$ cat config.mk
export PLATFORM = sky130hd
export DESIGN_NAME = gray_counter_arbiter
export DESIGN_NICKNAME = d
export VERILOG_FILES = /design/src/rtl/gray_counter_arbiter.sv
export SDC_FILE = /design/constraint.sdc
export NUM_CORES = 1
export LEC_CHECK = 0
export BUFFER_PORTS_ARGS = -buffer_cell sky130_fd_sc_hd__buf_2
export CAP_MARGIN = 40
export CORE_UTILIZATION = 44
export CTS_CLUSTER_SIZE = 20
export DETAILED_ROUTE_END_ITERATION = 6
export PLACE_DENSITY = 0.91
export SYNTH_ARGS = -nofsm -noshare
export SYNTH_HDL_FRONTEND = slang
export SYNTH_SLANG_ARGS = --single-unit
$ cat constraint.sdc
create_clock -name CLK -period 2.05 [get_ports CLK]
set_input_delay 0.1025 -clock CLK [delete_from_list [all_inputs] [get_ports CLK]]
set_output_delay 0.1025 -clock CLK [all_outputs]
set_load 0.005 [all_outputs]
$ cat src/rtl/gray_counter_arbiter.sv
// gray_counter_arbiter
// Round-robin arbiter that shares one GrayCounter among nreq requesters.
// A grant latches the requester's op and value, then drives exactly one counter
// method enable for one cycle. The post-operation counter value is returned to
// the granted requester two cycles later.
//
// Ports:
//   CLK, nRST                  clock (rising edge), async active-low reset
//   req__ENA  [nreq]           per-requester request valid
//   req__op   [2*nreq]         per-requester opcode: 0 INC, 1 DEC, 2 LOADBIN, 3 LOADGRAY
//   req__v    [width*nreq]     per-requester load value
//   req__RDY  [nreq]           one-hot accept strobe (combinational)
//   rsp__ENA  [nreq]           one-hot response strobe
//   rsp__gray, rsp__bin [width]  counter value after the granted operation
//   cnt__*__ENA                counter method enables
//   cnt__writeBin__v, cnt__writeGray__v [width]  counter load data
//   cnt__readGray, cnt__readBin [width]          counter outputs
module gray_counter_arbiter #(
  parameter int unsigned width = 10,
  parameter int unsigned nreq  = 4
) (
  input  logic                    CLK,
  input  logic                    nRST,
  input  logic [nreq-1:0]         req__ENA,
  input  logic [2*nreq-1:0]       req__op,
  input  logic [width*nreq-1:0]   req__v,
  output logic [nreq-1:0]         req__RDY,
  output logic [nreq-1:0]         rsp__ENA,
  output logic [width-1:0]        rsp__gray,
  output logic [width-1:0]        rsp__bin,
  output logic                    cnt__increment__ENA,
  output logic                    cnt__decrement__ENA,
  output logic                    cnt__writeBin__ENA,
  output logic                    cnt__writeGray__ENA,
  output logic [width-1:0]        cnt__writeBin__v,
  output logic [width-1:0]        cnt__writeGray__v,
  input  logic [width-1:0]        cnt__readGray,
  input  logic [width-1:0]        cnt__readBin
);

  localparam int unsigned ID_W = (nreq > 1) ? $clog2(nreq) : 1;

  localparam logic [1:0] OP_INC   = 2'd0;
  localparam logic [1:0] OP_DEC   = 2'd1;
  localparam logic [1:0] OP_LDBIN = 2'd2;
  localparam logic [1:0] OP_LDGRY = 2'd3;

  typedef enum logic [1:0] {
    ST_IDLE  = 2'd0,
    ST_ISSUE = 2'd1,
    ST_RESP  = 2'd2
  } state_t;

  state_t              r_state;
  state_t              w_state_nxt;
  logic [ID_W-1:0]     r_rr_ptr;
  logic [ID_W-1:0]     r_id;
  logic [width-1:0]    r_v;
  logic                r_inc;
  logic                r_dec;
  logic                r_wbin;
  logic                r_wgray;
  logic [nreq-1:0]     r_rsp_ena;
  logic [width-1:0]    r_rsp_gray;
  logic [width-1:0]    r_rsp_bin;

  logic [1:0]          w_op_arr [nreq];
  logic [width-1:0]    w_v_arr  [nreq];
  logic                w_found;
  logic [ID_W-1:0]     w_gnt_id;
  logic [1:0]          w_gnt_op;
  logic [width-1:0]    w_gnt_v;
  logic                w_accept;

  // Unpack the per-requester buses so the grant index can select directly.
  always_comb begin
    for (int i = 0; i < int'(nreq); i++) begin
      w_op_arr[i] = req__op[2*i +: 2];
      w_v_arr[i]  = req__v[width*i +: width];
    end
  end

  // First requesting index at or after r_rr_ptr, searching upward modulo nreq.
  always_comb begin
    int unsigned idx;
    idx      = 0;
    w_found  = 1'b0;
    w_gnt_id = '0;
    for (int unsigned k = 0; k < nreq; k++) begin
      idx = 32'(r_rr_ptr) + k;
      if (idx >= nreq) idx = idx - nreq;
      if (!w_found && req__ENA[ID_W'(idx)]) begin
        w_found  = 1'b1;
        w_gnt_id = ID_W'(idx);
      end
    end
    w_gnt_op = w_op_arr[w_gnt_id];
    w_gnt_v  = w_v_arr[w_gnt_id];
  end

  // Accepts overlap the RESP cycle; ISSUE is the only busy state.
  assign w_accept = ((r_state == ST_IDLE) || (r_state == ST_RESP)) && w_found;

  always_comb begin
    req__RDY = '0;
    if (w_accept) req__RDY[w_gnt_id] = 1'b1;
  end

  // State register.
  always_ff @(posedge CLK or negedge nRST) begin
    if (!nRST) r_state <= ST_IDLE;
    else       r_state <= w_state_nxt;
  end

  // Next-state logic.
  always_comb begin
    w_state_nxt = r_state;
    case (r_state)
      ST_IDLE:  if (w_accept) w_state_nxt = ST_ISSUE;
      ST_ISSUE: w_state_nxt = ST_RESP;
      ST_RESP:  w_state_nxt = w_accept ? ST_ISSUE : ST_IDLE;
      default:  w_state_nxt = ST_IDLE;
    endcase
  end

  // Datapath: method enables are decoded at accept so they are high exactly in ISSUE.
  always_ff @(posedge CLK or negedge nRST) begin
    if (!nRST) begin
      r_rr_ptr   <= '0;
      r_id       <= '0;
      r_v        <= '0;
      r_inc      <= 1'b0;
      r_dec      <= 1'b0;
      r_wbin     <= 1'b0;
      r_wgray    <= 1'b0;
      r_rsp_ena  <= '0;
      r_rsp_gray <= '0;
      r_rsp_bin  <= '0;
    end else begin
      r_inc   <= w_accept && (w_gnt_op == OP_INC);
      r_dec   <= w_accept && (w_gnt_op == OP_DEC);
      r_wbin  <= w_accept && (w_gnt_op == OP_LDBIN);
      r_wgray <= w_accept && (w_gnt_op == OP_LDGRY);
      if (w_accept) begin
        r_id <= w_gnt_id;
        r_v  <= w_gnt_v;
      end
      if (r_state == ST_ISSUE) begin
        r_rr_ptr <= (r_id == ID_W'(nreq - 1)) ? '0 : r_id + ID_W'(1);
      end
      r_rsp_ena <= '0;
      if (r_state == ST_RESP) begin
        r_rsp_ena  <= nreq'(1) << r_id;
        r_rsp_gray <= cnt__readGray;
        r_rsp_bin  <= cnt__readBin;
      end
    end
  end

  assign rsp__ENA            = r_rsp_ena;
  assign rsp__gray           = r_rsp_gray;
  assign rsp__bin            = r_rsp_bin;
  assign cnt__increment__ENA = r_inc;
  assign cnt__decrement__ENA = r_dec;
  assign cnt__writeBin__ENA  = r_wbin;
  assign cnt__writeGray__ENA = r_wgray;
  assign cnt__writeBin__v    = r_v;
  assign cnt__writeGray__v   = r_v;

endmodule

[Yosys cells after proc, flatten, opt, wreduce, memory -nomap -nowiden]
Index checks and enable logic that the tools add are counted.
Operators by class
  shifts and indexed selects: 1
  muxes and demuxes: 34
  bitwise gates (word level): 1
  multiply operators: 0
  equality and inequality tests: 7
  $add $sub $neg: 8
  magnitude comparators: 11
  div/mod/pow operators: 0
  reductions and logical operators: 15
Operator list (count)
  $mux W2: 12
  $bmux W10 S2: 1
  $mux W10: 2
  $lt A2 B3 Y1 const B: 5
  $ge A3 B3 Y1 const B: 4
  $mux W1: 10
  $logic_and A1 B1 Y1: 9
  $bmux W1 S2: 4
  $eq A2 B2 Y1 const B: 4
  $mux W4: 2
  $sub A2 B1 Y2 const B: 4
  $add A2 B2 Y3 const B: 2
  $pmux W2 S3: 1
  $bmux W2 S2: 1
  $eq A2 B1 Y1 const B: 2
  $logic_not A2 Y1: 2
  $shl A1 B2 Y4 const A: 1
  $add A2 B1 Y3 const B: 1
  $ge A2 B3 Y1 const B: 1
  $logic_not A1 Y1: 3
  $not A2 Y3: 1
  $add A2 B1 Y2 const B: 1
  $demux W1 S2: 1
  $ge A2 B1 Y1 const B: 1
  other kinds (2): 2
Storage, ports and cells
  latch bits: 0
  output and inout bits: 52
  register bits after elaboration: 44
  bits of input ports: 74
  bits in read-only memories: 0
  memory bits (writable): 0
  memories: 0
  word-level logic and storage cells: 88

[Depth between registers and ports, before layout]
Gate-level depths: netlist (run 1).
  word-level depth: 20
  depth in mapped cells: 7
  depth with buffers taken out: 6

[Worst setup path before layout (run 1)]
No wires, ideal clock.
  path type: register to register
  start: register r_rr_ptr[1]
  end: register r_v[0] (netlist: cnt__writeBin__v[0])
  buffers on the path: 1
  slack: 0.182 ns
  stages on the path, launching flop included: 8
  required time: 1.923 ns
  arrival time: 1.741 ns
  period minus slack after synthesis: 1.868 ns
  setup time: 0.127 ns
  cell sequence: dfrtp_1 > inv_1 > o21bai_4 > a211oi_4 > buf_8 > mux2_2 > a22oi_1 > o21ai_1
On the way
  longest elaborated chain between the ends: 18
  elaborated cells between the ends (all ways): 42
  classes of those cells: 7 x add/sub; 4 x order compare; 23 x mux; 1 x bitwise; 7 x reduce/logical
Ends and longest elaborated chain
  start: declaration: line 56  | logic [ID_W-1:0] r_rr_ptr;
  start signal: assignment: line 149  | r_rr_ptr <= (r_id == ID_W'(nreq - 1)) ? '0 : r_id + ID_W'(1);
  parallel branches: the longest is 18 deep, another holds $add A2 B1 Y3
  end signal: assignment: line 146  | r_v <= w_gnt_v;
  end: declaration: line 58  | logic [width-1:0] r_v;
Parallel ways; which one is timed is not known. The select of a mux whose other input is x is not followed.
A chain may end at the register's enable or synchronous reset.

[Worst setup path after layout (run 1)]
  start: register r_rr_ptr[1]
  end: output port req__RDY[1]
On the way
  longest elaborated chain between the ends: 19
  elaborated cells between the ends (all ways): 44
  classes of those cells: 7 x add/sub; 6 x order compare; 23 x mux; 8 x reduce/logical
Ends and longest elaborated chain
  parallel branches: the longest is 18 deep, another holds $add A2 B1 Y3
  $mux W4 (*): line 106  | if (w_accept) req__RDY[w_gnt_id] = 1'b1;
  end: declaration: line 27  | output logic [nreq-1:0] req__RDY,
Mark *: on every way between the ends. The select of a mux whose other input is x is not followed.

==> results.sh, run 1 <==
export IMPL_synth_avg_cell_area_um2=12.5
export IMPL_ant_nets=0
export IMPL_gr_total_overflow=0
export IMPL_layout_drive_gt1_share_pct=60.6
export IMPL_die_w_um=72.4
export IMPL_ys_seq_area_share_pct=50.5
export IMPL_ys_types=31
export IMPL_cp_start_kind="flop"
export IMPL_antenna_found_initial=0
export IMPL_endpoint_kind="primary output"
export IMPL_cp_cell_sequence="inv_1 > a221oi_1 > nand3_2 > buf_4 > and3_2 > buf_2"
export IMPL_seq_area_mm2=0.00110
export IMPL_p_clk_share_pct=14.4
export IMPL_syn2layout_area_growth_pct=34.6
export IMPL_diodes=0
export IMPL_syn_inst=175
export IMPL_clock_latency_ps=290
export IMPL_crit_family="buffers and inverters"
export IMPL_start_util_pct=45.9
export IMPL_synth_edf_count=0
export IMPL_route_detailed_drc=0
export IMPL_routed_wl_um=4740
export IMPL_cpMaxStageDelayCell="dfrtp_1"
export IMPL_cts_sinks=44
export IMPL_wl_per_cell_um=13.0
export IMPL_first_pass_iters=4
export IMPL_yosysWarnings=0
export IMPL_grt_first_pass_wirelength_um=7730
export IMPL_intPower_uw=2410
export IMPL_ys_async_sr_fraction_pct=100
export IMPL_netlist_area_mm2=0.00218
export IMPL_slew_headroom_pct=78.4
export IMPL_synth_seq_cells=44
export IMPL_cts_tree="yes"
export IMPL_gr_usage_all_layers_pct=19.2
export IMPL_critPathArrivalTime_ps=1810
export IMPL_powerDensity_mw_per_mm2=1240
export IMPL_fmax_mhz=524
export IMPL_drt_iter0_drc=62
export IMPL_setup_tns_ps=0
export IMPL_synth_most_common_cell="dfrtp_1"
export IMPL_timing_final_crit_share_pct=93.1
export IMPL_path_clk_slew_ps=80
export IMPL_hold_violations=0
export IMPL_synthTopCellsByCount="dfrtp_1, mux2_2, mux2i_1, a22oi_1, buf_4"
export IMPL_combPwrFrac_pct=45.5
export IMPL_root_buffer="clkbuf_8"
export IMPL_crit_type="flop to primary output"
export IMPL_nFillCells=396
export IMPL_hp_class="input pin to flop"
export IMPL_core_region_area_mm2=0.00475
export IMPL_cts_buffer_depth=2
export IMPL_cap_violations=0
export IMPL_die_area_mm2=0.00524
export IMPL_synth_area_leaders="dfrtp_1, mux2_2, mux2i_1"
export IMPL_critPathMaxStageDelay_ps=410
export IMPL_die_h_um=72.4
export IMPL_cts_max_level=2
export IMPL_synth_area_leader_cell="dfrtp_1"
export IMPL_worst_path_buf_inv=3
export IMPL_slew_violations=0
export IMPL_finalClockSkew_ps=7.35
export IMPL_cts_made_buffers=5
export IMPL_vias_per_cell=4.79
export IMPL_hpwlAfterDp_um=3730
export IMPL_p_leak_uw=0.00155
export IMPL_grt_max_degree=35
export IMPL_netSwitchingFraction_pct=34.0
export IMPL_status="complete, no violations"
export IMPL_rows=25
export IMPL_p_switching_uw=1240
export IMPL_rsz0062_at_grt="false"
export IMPL_vias=1745
export IMPL_port_buffers=125
export IMPL_crit_fanout=8
export IMPL_tightest_slew_ps=315
export IMPL_fin_crit_ps=1910
export IMPL_grt_pass1_vias=1719
export IMPL_ioPinCount=126
export IMPL_required_ps=1950
export IMPL_synth_top_cell_area_share_pct=50.5
export IMPL_ir_drop_mv=0.464
export IMPL_multi_input_area_um2=935
export IMPL_place_gp_congestion=0.767
export IMPL_synth_main_ff_cell="dfrtp_1"
export IMPL_finalSetupViolations=0
export IMPL_finalNetCount=374
export IMPL_fin_util_pct=61.7
export IMPL_syn_nets=253
export IMPL_sequentialPowerShare_pct=40.1
## power groups by stage
stage               logic (uW)  registers [uW]  clock network, uW
finish                    1660            1460                525
floorplan                 1080            1500                  0
detailed placement        1660            1480                  0
global route              1850            1510                582
global placement          1600            1450                  0
CTS                       1670            1470                549
## worst register-to-register path: stages (launching register included)
cell	delay, ps
dfrtp_1	410
inv_1	110
a221oi_1	340
nand3_2	120
buf_4	200
mux2i_1	130
mux2i_1	280
nor3b_1	240
## through the flow
stage                     setup slack [ps]  total power (uW)  instance area, um^2  std cells  hold slack, ps
after floorplan                        182              2580                 2180        175            -193
after global placement                 231              3060                 2800        353             299
after CTS                             21.2              3690                 2920        363            33.6
final                                  141              3650                 2940        364            39.6
after detailed placement               147              3140                 2820        354            6.63
after global routing                  1.55              3940                 2940        364            26.5
## logic make-up (layout without fill, tap and decap cells)
| family | count (synthesis) | after routing | share of synthesized area (%) |
|---|---|---|---|
| multiplexers | 47 | 47 | 23.4 |
| adder cells (fa/ha/maj) | 4 | 4 | 2.29 |
| flip-flops | 44 | 44 | 50.5 |
| AO/OA/AOI/OAI | 28 | 28 | 9.47 |
| buffers and inverters | 23 | 145 | 7.11 |
| AND/OR/NAND/NOR | 29 | 29 | 7.23 |
## flip-flops by register name, summed over array words and instances (netlist names)
signal and flops:
r_id 2, cnt__increment__ENA 1, cnt__writeBin__ENA 1, rsp__ENA 4, cnt__decrement__ENA 1, cnt__writeBin__v 10
r_rr_ptr 2, rsp__bin 10, rsp__gray 10, cnt__writeGray__ENA 1, r_state 2
## layout by cell type, fill, tap and decap left out, drive strengths merged
master / count
a211oi: 1
a21o: 2
a21oi: 1
a221oi: 1
a22oi: 10
and2: 4
and3: 2
buf: 132
clkbuf: 5
clkinv: 3
dfrtp: 44
dlygate4sd3: 1
ha: 4
inv: 4
mux2: 32
mux2i: 15
nand2: 5
nand2b: 1
nand3: 2
nor2: 8
nor2b: 3
nor3: 2
nor3b: 2
o21ai: 12
o21bai: 1
## routing by layer
layer | vias up | GRT usage [%] | wire length (um)
met3 | 5 | 5.42 | 381
li1 | 848 | - | -
met4 | 0 | 5.88 | 44
met5 | - | 0 | 0
met2 | 97 | 34.6 | 2400
met1 | 795 | 22.0 | 1920
## worst paths after layout
path                                 start             endpoint  slack [ps]  cells after the start
setup / recovery               r_rr_ptr[1]          req__RDY[1]         140                      6
min in group asynchronous             nRST  cnt__writeBin__v[6]         220                      2
hold / removal             cnt__readBin[2]          rsp__bin[2]          40                      2
setup reg to reg               r_rr_ptr[1]  cnt__writeGray__ENA         150                      7
max in group asynchronous             nRST          rsp__ENA[3]        1370                      3
hold reg to reg                 r_state[1]           r_state[1]         470                      1
## cell type report
cell class	count	area share, %
Sequential cell	44	37.5
Multi-Input combinational cell	108	31.8
Timing Repair Buffer	133	24.3
Tap cell	67	2.86
Clock buffer	5	2.34
Clock inverter	3	0.639
Inverter	4	0.512
## timing repair
action	CTS	global route
pin swaps	0	1
hold endpoints to repair	44	0
gates resized for setup	1	2
hold buffers	1	0
endpoints found under the setup margin	1	6
buffers inserted	0	1
(Power assumes the default switching activity.)
==> inputs of run 2 (changes only) <==
Settings changed: CORE_UTILIZATION 44 to 30, PLACE_DENSITY 0.91 to 0.69, RECOVER_POWER set to 25.
==> run 2 against run 1 <==
Clock power fell by 3%; hold slack got worse by 2.2 ps; final area rose by 1.2%; highest routed layer unchanged; core utilization fell by 19 points; largest cell class unchanged.
==> results.sh, run 2 (synthesized netlist as in run 1, its figures left out) <==
export IMPL_hpwlAfterDp_um=4010
export IMPL_cts_made_buffers=5
export IMPL_grt_use_met2_pct=23.3
export IMPL_mostFrequentLayoutCells="buf_2, dfrtp_1, mux2_2, mux2i_1, clkbuf_1"
export IMPL_clock_latency_ps=290
export IMPL_layout_drive_gt1_share_pct=57.2
export IMPL_place_gp_congestion=0.874
export IMPL_combPwrFrac_pct=46.4
export IMPL_port_buffers=125
export IMPL_finalNetCount=377
export IMPL_cts_max_level=2
export IMPL_diodes=0
export IMPL_path_clk_slew_ps=80
export IMPL_vias_per_cell=4.42
export IMPL_intPower_uw=2430
export IMPL_worstSetupEndpoint="cnt__writeBin__v[3]"
export IMPL_required_ps=2220
export IMPL_vias=1744
export IMPL_cp_start_kind="flop"
export IMPL_start_util_pct=31.6
export IMPL_syn2layout_area_growth_pct=36.2
export IMPL_setup_tns_ps=0
export IMPL_grt_busiest_layer="met2"
export IMPL_met3_usage_pct=3.89
export IMPL_rr_worst_depth=7
export IMPL_p_switching_uw=1230
export IMPL_rows=30
export IMPL_powerDensity_mw_per_mm2=1230
export IMPL_ir_drop_mv=0.545
export IMPL_multi_input_area_um2=933
export IMPL_hold_violations=0
export IMPL_netSwitchingFraction_pct=33.6
export IMPL_crit_fanout=26
export IMPL_die_h_um=87.3
export IMPL_reg2reg_to="cnt__writeBin__v[3]"
export IMPL_die_w_um=87.3
export IMPL_fin_crit_ps=1890
export IMPL_antenna_found_initial=0
export IMPL_hp_start="cnt__readGray[2]"
export IMPL_grt_pass1_vias=1635
export IMPL_final_common_cell="buf_2"
export IMPL_sequentialPowerShare_pct=39.8
export IMPL_routed_wl_um=5110
export IMPL_rrSetupSlack_ps=160
export IMPL_p_leak_uw=0.00151
export IMPL_finalClockSkew_ps=3.76
export IMPL_core_region_area_mm2=0.00691
export IMPL_critPathArrivalTime_ps=2060
export IMPL_crit_type="flop to flop"
export IMPL_slew_headroom_pct=24.9
export IMPL_tightest_slew_ps=1130
export IMPL_dpl_cell_area_mm2=0.00287
export IMPL_slew_violations=0
export IMPL_die_area_mm2=0.00761
export IMPL_timing_final_crit_share_pct=92.1
export IMPL_route_detailed_drc=0
export IMPL_hp_class="input pin to flop"
export IMPL_seq_area_mm2=0.00110
export IMPL_drt_iter0_drc=13
export IMPL_cts_sinks=44
export IMPL_stdcell_area_mm2=0.00297
export IMPL_cap_violations=0
export IMPL_nFillCells=705
export IMPL_wl_per_cell_um=12.9
export IMPL_endpoint_kind="flop"
export IMPL_grt_first_pass_wirelength_um=7890
export IMPL_status="complete, no violations"
export IMPL_first_pass_iters=4
export IMPL_grt_max_degree=27
export IMPL_p_clk_share_pct=13.8
export IMPL_root_buffer="clkbuf_8"
export IMPL_grtUsageMet1_pct=16.7
export IMPL_startpoint="r_rr_ptr[0]"
export IMPL_cts_buffer_depth=2
export IMPL_fin_util_pct=43.0
export IMPL_cts_tree="yes"
export IMPL_fmax_mhz=530
export IMPL_finalSetupViolations=0
export IMPL_gr_total_overflow=0
export IMPL_ioPinCount=126
export IMPL_ant_nets=0
export IMPL_gr_usage_all_layers_pct=13.8
export IMPL_total_power_uw=3660
export IMPL_rr_startpoint="r_rr_ptr[0]"
run 2: cell count changes in the layout (fill, tap and decap cells not counted), sizes merged:
cell,change
buf,-7
clkbuf,+11
clkinv,-2
run 2: metrics by stage:
| step | hold slack (ps) | instances | setup slack (ps) |
|---|---|---|---|
| floorplan | -193 | 175 | 182 |
| finish | 37.4 | 395 | 162 |
| detailed placement | 87.7 | 384 | 181 |
| CTS | 24.6 | 392 | 22.3 |
| global route | 29.3 | 395 | -3.71 |
| global placement | 89.1 | 384 | 228 |
run 2: worst min path at each step:
stage                          endpoint  slack, ps  depth (start not counted)
global route                rsp__bin[4]         30                          2
detailed placement         rsp__gray[8]         90                          1
CTS                         rsp__bin[1]         20                          2
floorplan           cnt__decrement__ENA       -190                          0
finish                     rsp__gray[2]         40                          2
global placement           rsp__gray[5]         90                          1
run 2: final cells by class:
class | count | area share, %
Tap cell | 96 | 4.04
Multi-Input combinational cell | 108 | 31.4
Clock buffer | 6 | 2.44
Clock inverter | 1 | 0.168
Timing Repair Buffer | 136 | 24.3
Sequential cell | 44 | 37.1
Inverter | 4 | 0.505
run 2: power by group through the flow:
| stage | logic, uW | registers, uW | clock network (uW) |
|---|---|---|---|
| floorplan | 1080 | 1500 | 0 |
| global placement | 1670 | 1460 | 0 |
| detailed placement | 1700 | 1470 | 0 |
| CTS | 1710 | 1460 | 537 |
| global route | 1890 | 1500 | 557 |
| finish | 1700 | 1460 | 507 |
run 2: critical path, cell delays in order (launching register included):
cell      delay [ps]
dfrtp_1          390
nor2_1            90
o21bai_4         180
a211oi_4         270
buf_12           220
mux2_2           350
a22oi_1          140
o21ai_0          110
run 2: routing by layer:
metal | up-vias | wire, um
met5 | - | 0
met4 | 0 | 60
met3 | 5 | 417
met2 | 94 | 2490
met1 | 789 | 2140
li1 | 856 | -
run 2: what timing repair did:
action | 4_1_cts | 5_1_grt
hold buffers | 1 | 0
setup endpoints to repair | 0 | 2
buffers inserted | 0 | 3
gates resized for setup | 0 | 1
endpoints found under the hold margin | 21 | 0
==> inputs of run 3 (changes only) <==
Settings changed: GPL_TIMING_DRIVEN set to 0, HOLD_SLACK_MARGIN set to 0.15.
Clock period 2.05 ns to 1.9 ns, I/O delays scaled along.
==> run 3 against run 2 <==
The run now ends with setup timing left; sequential share of layout area decreased by 7.0 points; sequential power is 10% higher; total power is 25% higher; largest cell class is now buffers.
==> results.sh, run 3 (synthesized netlist as in run 1, its figures left out) <==
export IMPL_status="complete, but fails checks"
export IMPL_violations="setup timing"
export IMPL_slew_headroom_pct=7.04
export IMPL_vias_per_cell=4.36
export IMPL_crit_fanout=7
export IMPL_hpwlAfterDp_um=3990
export IMPL_finalWorstSetupSlack_ps=-14.5
export IMPL_place_gp_congestion=0.721
export IMPL_diodes=0
export IMPL_syn2layout_area_growth_pct=68.2
export IMPL_p_leak_uw=0.00182
export IMPL_fin_crit_ps=1910
export IMPL_endpoint_kind="primary output"
export IMPL_cts_max_level=2
export IMPL_wl_per_cell_um=13.0
export IMPL_final_common_cell="buf_2"
export IMPL_rsz0062_at_grt="true"
export IMPL_grt_first_pass_wirelength_um=9570
export IMPL_required_ps=1800
export IMPL_netSwitchingFraction_pct=33.1
export IMPL_crit_family="buffers and inverters"
export IMPL_path_clk_slew_ps=80
export IMPL_grt_pass1_vias=2081
export IMPL_root_buffer="clkbuf_8"
export IMPL_ant_nets=0
export IMPL_cap_violations=0
export IMPL_cts_buffer_depth=2
export IMPL_fmax_mhz=522
export IMPL_powerDensity_mw_per_mm2=1250
export IMPL_hold_violations=0
export IMPL_sequentialPowerShare_pct=35.1
export IMPL_port_buffers=125
export IMPL_cp_start_kind="flop"
export IMPL_crit_type="flop to primary output"
export IMPL_critPathMaxStageDelay_ps=450
export IMPL_p_clk_share_pct=12.8
export IMPL_core_region_area_mm2=0.00691
export IMPL_ioPinCount=126
export IMPL_timing_final_crit_share_pct=101
export IMPL_clock_latency_ps=290
export IMPL_gr_usage_all_layers_pct=16.6
export IMPL_die_w_um=87.3
export IMPL_slew_violations=0
export IMPL_hold_worst_slack_ps=157
export IMPL_die_area_mm2=0.00761
export IMPL_critPathArrivalTime_ps=1820
export IMPL_intPower_uw=3070
export IMPL_layout_drive_gt1_share_pct=57.7
export IMPL_total_power_uw=4580
export IMPL_tightest_slew_ps=1390
export IMPL_vias=1995
export IMPL_rows=30
export IMPL_cts_made_buffers=5
export IMPL_cp_cell_sequence="inv_2 > o21bai_4 > a211oi_4 > buf_8 > buf_12 > and3_4 > buf_6"
export IMPL_route_detailed_drc=0
export IMPL_gr_total_overflow=0
export IMPL_cpMaxStageDelayCell="dfrtp_2"
export IMPL_setup_tns_ps=-17.4
export IMPL_finalSetupViolations=2
export IMPL_start_util_pct=31.6
export IMPL_finalNetCount=439
export IMPL_drt_iter0_drc=62
export IMPL_cts_sinks=44
export IMPL_worst_path_buf_inv=4
export IMPL_first_pass_iters=4
export IMPL_mostFrequentLayoutCells="buf_2, dfrtp_1, dlygate4sd3_1, mux2_2, buf_4"
export IMPL_nFillCells=640
export IMPL_cts_tree="yes"
export IMPL_finalClockSkew_ps=7.22
export IMPL_routed_wl_um=5970
export IMPL_antenna_found_initial=0
export IMPL_p_switching_uw=1520
export IMPL_die_h_um=87.3
export IMPL_ir_drop_mv=0.480
export IMPL_grt_max_degree=26
export IMPL_hp_class="input pin to flop"
export IMPL_combPwrFrac_pct=52.0
[run 3: cell count changes in the layout (fill, tap and decap cells not counted), moves of 3 or more]
cell / before / now
buf_4: 8 / 20
mux2i_4: 0 / 3
buf_6: 0 / 4
buf_2: 115 / 121
dlygate4sd3_1: 1 / 41
mux2i_1: 15 / 11
nor2_1: 8 / 5
[run 3: path summary, 6_finish.rpt]
| path | startpoint | endpoint | slack (ps) | depth (start not counted) |
|---|---|---|---|---|
| worst max-delay path | r_rr_ptr[1] | req__RDY[1] | -10 | 7 |
| worst min-delay path | req__v[24] | cnt__writeBin__v[4] | 160 | 4 |
| worst max register to register | r_rr_ptr[1] | cnt__writeBin__v[7] | 0 | 8 |
| worst min register to register | r_state[1] | r_state[1] | 460 | 1 |
| max in group asynchronous | nRST | rsp__gray[2] | 420 | 2 |
| min in group asynchronous | nRST | rsp__gray[3] | 670 | 2 |
[run 3: power by group through the flow]
stage          combinational, uW  clock [uW]  sequential [uW]
3_3_place_gp                1950           0             1580
2_1_floorplan               1170           0             1610
6_report                    2380         589             1610
4_1_cts                     2280         614             1590
3_5_place_dp                1980           0             1600
5_1_grt                     2640         647             1670
[run 3: timing repair]
item | 4_1_cts | 5_1_grt
hold endpoints to repair | 54 | 0
hold buffers | 41 | 0
pin swaps | 6 | 4
resized for setup | 16 | 18
cloned | 0 | 0
buffers inserted | 12 | 1
endpoints found under the setup margin | 18 | 28
[run 3: worst register-to-register path: cells and delay by family (launching register included)]
family,cells,cell delay [ps]
AO/OA/AOI/OAI,4,640
flip-flops,1,450
buffers and inverters,3,400
multiplexers,1,310
[run 3: stage by stage]
| step | setup WS (ps) | utilization (%) | instance area (um^2) | cells |
|---|---|---|---|---|
| CTS | -45.8 | 52.0 | 3590 | 457 |
| finish | -14.5 | 53.1 | 3670 | 458 |
| detailed placement | -346 | 42.8 | 2950 | 397 |
| global route | -117 | 53.1 | 3670 | 458 |
| global placement | -302 | 42.4 | 2930 | 396 |
| floorplan | 31.8 | - | 2180 | 175 |
[run 3: area by class of cell]
type                            instances  area, um^2  area share, %
Buffer                                 18         144           3.92
Clock buffer                            8        90.1           2.46
Inverter                                4        15.0          0.409
Multi-Input combinational cell        108        1020           27.8
Sequential cell                        44        1100           30.1
Tap cell                               96         120           3.27
Timing Repair Buffer                  180        1180           32.1
[run 3: per-layer routing]
| layer | global-route usage (%) | wire [um] | vias to the layer above |
|---|---|---|---|
| li1 | - | - | 975 |
| met1 | 18.0 | 2390 | 919 |
| met2 | 30.7 | 3050 | 94 |
| met3 | 4.93 | 437 | 7 |
| met4 | 5.22 | 86 | 0 |
| met5 | 0 | 0 | - |
